## config.mk

```make
export PLATFORM = sky130hd
export DESIGN_NAME = sub_bla_pipe16
export DESIGN_NICKNAME = d
export VERILOG_FILES = /design/src/rtl/sub_bla_pipe16_pkg.sv /design/src/rtl/sub_bla_pipe16_bla_4bit_slice.sv /design/src/rtl/sub_bla_pipe16.sv
export SDC_FILE = /design/constraint.sdc
export NUM_CORES = 1
export LEC_CHECK = 0
export BUFFER_PORTS_ARGS = -buffer_cell sky130_fd_sc_hd__clkbuf_2
export CORE_MARGIN = 4
export CORE_UTILIZATION = 50
export DETAILED_ROUTE_END_ITERATION = 6
export PLACE_DENSITY = 0.82
export SYNTH_ARGS = -nofsm -noshare
export SYNTH_HDL_FRONTEND = slang
export SYNTH_SLANG_ARGS = --single-unit
```

## constraint.sdc

```tcl
create_clock -name clk -period 2.2 [get_ports clk]
set_input_delay 0.11 -clock clk [delete_from_list [all_inputs] [get_ports clk]]
set_output_delay 0.11 -clock clk [all_outputs]
set_load 0.05 [all_outputs]
```

## src/rtl/sub_bla_pipe16_pkg.sv

```systemverilog
// Shared constants and per-stage record for the pipelined borrow-lookahead subtractor.
package sub_bla_pipe16_pkg;

  localparam int NIBBLE_W   = 4;
  localparam int SUB_STAGES = 4;
  localparam int DATA_W     = NIBBLE_W * SUB_STAGES;

  // One pipeline entry: partial diff fills from the low nibble up; a/b carry the unused upper nibbles.
  typedef struct packed {
    logic              valid;
    logic              borrow;
    logic [DATA_W-1:0] diff;
    logic [DATA_W-1:0] a;
    logic [DATA_W-1:0] b;
  } stage_t;

endpackage

```

## src/rtl/sub_bla_pipe16_bla_4bit_slice.sv

```systemverilog
// 4-bit borrow-lookahead subtract slice: d = a - b - bi, bo = borrow out of the nibble.
module bla_4bit_slice
  import sub_bla_pipe16_pkg::*;
(
  input  logic [NIBBLE_W-1:0] a,
  input  logic [NIBBLE_W-1:0] b,
  input  logic                bi,
  output logic [NIBBLE_W-1:0] d,
  output logic                bo
);

  logic [NIBBLE_W-1:0] g;
  logic [NIBBLE_W-1:0] p;
  logic [NIBBLE_W-1:0] c;

  assign g = ~a & b;
  assign p = ~(a ^ b);

  // Each internal borrow is a flat sum of products, so no ripple inside the nibble.
  assign c[0] = bi;
  assign c[1] = g[0] | (p[0] & bi);
  assign c[2] = g[1] | (p[1] & g[0]) | (p[1] & p[0] & bi);
  assign c[3] = g[2] | (p[2] & g[1]) | (p[2] & p[1] & g[0]) | (p[2] & p[1] & p[0] & bi);
  assign bo   = g[3] | (p[3] & g[2]) | (p[3] & p[2] & g[1]) | (p[3] & p[2] & p[1] & g[0])
              | (p[3] & p[2] & p[1] & p[0] & bi);

  assign d = a ^ b ^ c;

endmodule

```

## src/rtl/sub_bla_pipe16.sv

```systemverilog
// 16-bit subtractor, one borrow-lookahead nibble per stage, valid/ready on both sides.
module sub_bla_pipe16 #(
  parameter int STAGES = 4,
  parameter int W      = 16
) (
  input  logic         clk,
  input  logic         rst,
  input  logic         in_valid,
  output logic         in_ready,
  input  logic [W-1:0] a,
  input  logic [W-1:0] b,
  input  logic         b_in,
  output logic         out_valid,
  input  logic         out_ready,
  output logic [W-1:0] diff,
  output logic         b_out,
  output logic         zero,
  output logic         ovf
);
  import sub_bla_pipe16_pkg::*;

  localparam int LAST = SUB_STAGES - 1;

  if (STAGES != SUB_STAGES || W != NIBBLE_W * STAGES) begin : g_param_check
    $error("sub_bla_pipe16 supports only STAGES=4, W=16");
  end

  logic                adv;
  stage_t              st  [0:LAST-1];
  stage_t              nxt [0:LAST];
  logic [NIBBLE_W-1:0] sa  [0:LAST];
  logic [NIBBLE_W-1:0] sb  [0:LAST];
  logic [NIBBLE_W-1:0] sd  [0:LAST];
  logic                sbi [0:LAST];
  logic                sbo [0:LAST];

  assign adv      = ~out_valid | out_ready;
  assign in_ready = adv;

  always_comb begin
    sa[0]  = a[NIBBLE_W-1:0];
    sb[0]  = b[NIBBLE_W-1:0];
    sbi[0] = b_in;
    for (int k = 1; k <= LAST; k++) begin
      sa[k]  = st[k-1].a[k*NIBBLE_W +: NIBBLE_W];
      sb[k]  = st[k-1].b[k*NIBBLE_W +: NIBBLE_W];
      sbi[k] = st[k-1].borrow;
    end
  end

  for (genvar k = 0; k <= LAST; k++) begin : g_slice
    bla_4bit_slice u_slice (
      .a  (sa[k]),
      .b  (sb[k]),
      .bi (sbi[k]),
      .d  (sd[k]),
      .bo (sbo[k])
    );
  end

  always_comb begin
    nxt[0].valid  = in_valid;
    nxt[0].borrow = sbo[0];
    nxt[0].diff   = {{(DATA_W-NIBBLE_W){1'b0}}, sd[0]};
    nxt[0].a      = a;
    nxt[0].b      = b;
    for (int k = 1; k <= LAST; k++) begin
      nxt[k]                                 = st[k-1];
      nxt[k].borrow                          = sbo[k];
      nxt[k].diff[k*NIBBLE_W +: NIBBLE_W]    = sd[k];
    end
  end

  // Output registers only load on a real result so bubbles leave the last answer in place.
  always_ff @(posedge clk) begin
    if (rst) begin
      for (int k = 0; k < LAST; k++) st[k] <= '0;
      out_valid <= 1'b0;
      diff      <= '0;
      b_out     <= 1'b0;
      zero      <= 1'b0;
      ovf       <= 1'b0;
    end else if (adv) begin
      for (int k = 0; k < LAST; k++) st[k] <= nxt[k];
      out_valid <= nxt[LAST].valid;
      if (nxt[LAST].valid) begin
        diff  <= nxt[LAST].diff;
        b_out <= nxt[LAST].borrow;
        zero  <= ~|nxt[LAST].diff;
        ovf   <= (nxt[LAST].a[DATA_W-1] ^ nxt[LAST].b[DATA_W-1])
               & (nxt[LAST].diff[DATA_W-1] ^ nxt[LAST].a[DATA_W-1]);
      end
    end
  end

endmodule

```

==> metrics <==
CP Data Required Time=2.44 ns; Reg clk slew, reported paths=0.10 ns; Detailed Place HPWL=4160 um; combinational power share=0.094; RSZ-0062 raised after global routing=false; antenna diode count=0; post-CTS setup buffers=0; drt wl/cell=12.5 um; Worst EP arrival=2.03 ns; antenna violations before repair=0; fin area=0.00488 sq mm; CTS Buf Count=9; Peak VDD IR=0.000448 V; overall power=4.16 mW; DR vias/cell=4.87; Mapped Avg Cell Area=12.8 sq um; worst reg-to-reg setup slack=0.41 ns; final setup fails=0; Ys Warns=0; EDFF count, synth=78; Area contributors post-synth=edfxtp_1 55%, and2_1 9.4%, dfxtp_1 9.4%; die width=100 um; P_sw=875 uW; Hold Path Class=primary input to flip-flop; Slew Limit Fails=0; gpl congestion=0.713; Rows=33; initial core utilization=0.518; Syn Std Cell Area=0.00428 sq mm; count of state elements after synthesis=98; post_cts resized=0; fillers=664; Synth async-reset ratio=0; Nets=446; maxcap violations=0; Seq/Total Area, Yosys=0.641; global-route wire length before repair=10700 um; crit path time final=1.79 ns; commonest non-fill, non-tap cell in the layout=edfxtp_1; clk root buf=clkbuf_8; syn_nets=391; Die ar.=0.0101 sq mm; routed wire length=6240 um; Fin Setup TNS=0 ns; Port Buffers=57; R2R cell count=6; worst-path fanout max=3; Worst Setup SP=st[0][128]; r2r startpoint=st[0][128]; share of cells above drive strength 1=0.204; Area Overhead vs Synth=14.2%; global route overflow=0; Max Freq=559 MHz; crit end category=flip-flop; clk sinks=98; run status=complete, no violations; Yosys top cell area share=0.548; Switching Fraction=0.210; relative slew slack=0.643; Sequential Power Share=0.524; clock buffer depth=2; vias in the first global route=2361; Fin. Hold Viols=0; DRC Markers=0; GRT Total Usage=0.137; Critical Path Sink=ovf; PD cells=852 mW/mm^2; internal power=3.29 mW; Final period util=0.813; Clock Power Share=0.383; hold buffer count at CTS=0; Unique masters post-synth=33; Slew @ Worst Pin=0.535 ns; DP Area=0.00460 sq mm; synthesized instance count=333; register area=0.00274 sq mm; hold_sp=a[14]; Final Util=0.592; core area=0.00826 sq mm; Die H=100 um; commonest cells after routing, fill and taps aside=78 x edfxtp_1, 64 x and2_1, 57 x clkbuf_2; pin count of the biggest net entering global routing=74; Synth Flop Type=edfxtp_1; I/O pin count=58; worst clock skew=0.00853 ns; CTS HTree Levels=3; DRT antenna net count=0; Setup Crit Path Kind=flip-flop to flip-flop; crit path launch type=flip-flop; area leader, netlist=edfxtp_1; Leak=2.11 nW; multi-input logic area=0.00132 sq mm; TritonCTS clock tree=built; Pre-Repair DR Iteration Count=4; reg2reg end=ovf; Clock Latency Late Sink=0.36 ns; Vias=2423; Iteration-0 DRC Markers=155
-- routing by layer --
metal,GRT usage,vias to the layer above,part of all wire
met4,0.0715,0,0.024
met2,0.217,65,0.47
met3,0.0346,15,0.055
met1,0.174,1102,0.45
met5,0,-,0
li1,-,1241,-
-- worst min path at each step --
stage | to | cells past startpoint
floorplan | st[0][10] | 1
global placement | st[0][5] | 2
detailed placement | st[0][11] | 2
CTS | st[0][30] | 2
global route | st[0][30] | 2
finish | st[0][30] | 2
-- cells in the mapped netlist (2+ instances only) --
library cell  number
edfxtp_1          78
clkbuf_1           4
mux2i_1            3
a211oi_1           4
nor2_1            14
ha_1              17
nor4_1             3
a21oi_1           18
nand2_1           32
nand2b_1           5
o21ai_1            3
nor3_1             3
xnor2_1            3
inv_1             21
buf_6              9
dfxtp_1           20
xor2_1             7
and2_1            64
buf_4              2
a21o_1             7
fa_1               4
-- layout make-up --
cell class	instances	area share
flip-flops and latches	98	0.561
multi-input cells	198	0.271
repair buffers	60	0.0656
clock inverters	7	0.0338
well taps	105	0.0269
clock buffers	9	0.0254
inverters	21	0.0161
-- cells by family (layout without fill, tap and decap cells) --
group | count (synthesis) | in the layout | share of synthesized area
adders and majority gates | 21 | 21 | 0.0684
AOI/OAI and AO/OA | 36 | 36 | 0.0518
buffers and inverters | 37 | 97 | 0.0503
and+or+nand+nor | 128 | 128 | 0.161
DFF | 98 | 98 | 0.641
xor gates and xnor gates | 10 | 10 | 0.0205
muxes | 3 | 3 | 0.00702
-- power by group through the flow --
stage / Combinational [mW] / Clock, mW / Sequential [mW]
floorplan: 0.279 / 0 / 2.24
global placement: 0.373 / 0 / 2.22
detailed placement: 0.389 / 0 / 2.22
CTS: 0.397 / 1.62 / 2.18
global route: 0.444 / 1.70 / 2.19
finish: 0.390 / 1.59 / 2.18
-- stage by stage --
stage	instances	hold WS, ns	worst slack (ns)
after floorplan	333	0.308	0.315
after global placement	482	0.390	0.584
after detailed placement	482	0.390	0.477
after CTS	498	0.00614	0.415
after global routing	498	0.00426	0.225
final	498	0.0200	0.411
-- registers in the layout (all words and copies together), names as in the netlist --
signal and cells:
b_out 1, diff 16, out_valid 1, zero 1, ovf 1, st 78
-- critical path, stage by stage (launching register included) --
cell and delay [ns]:
edfxtp_1 0.42, inv_1 0.11, ha_1 0.25, a211oi_1 0.32, o21bai_2 0.15, xnor2_1 0.15, o41ai_1 0.28
Power figures use the tool's default switching activity.
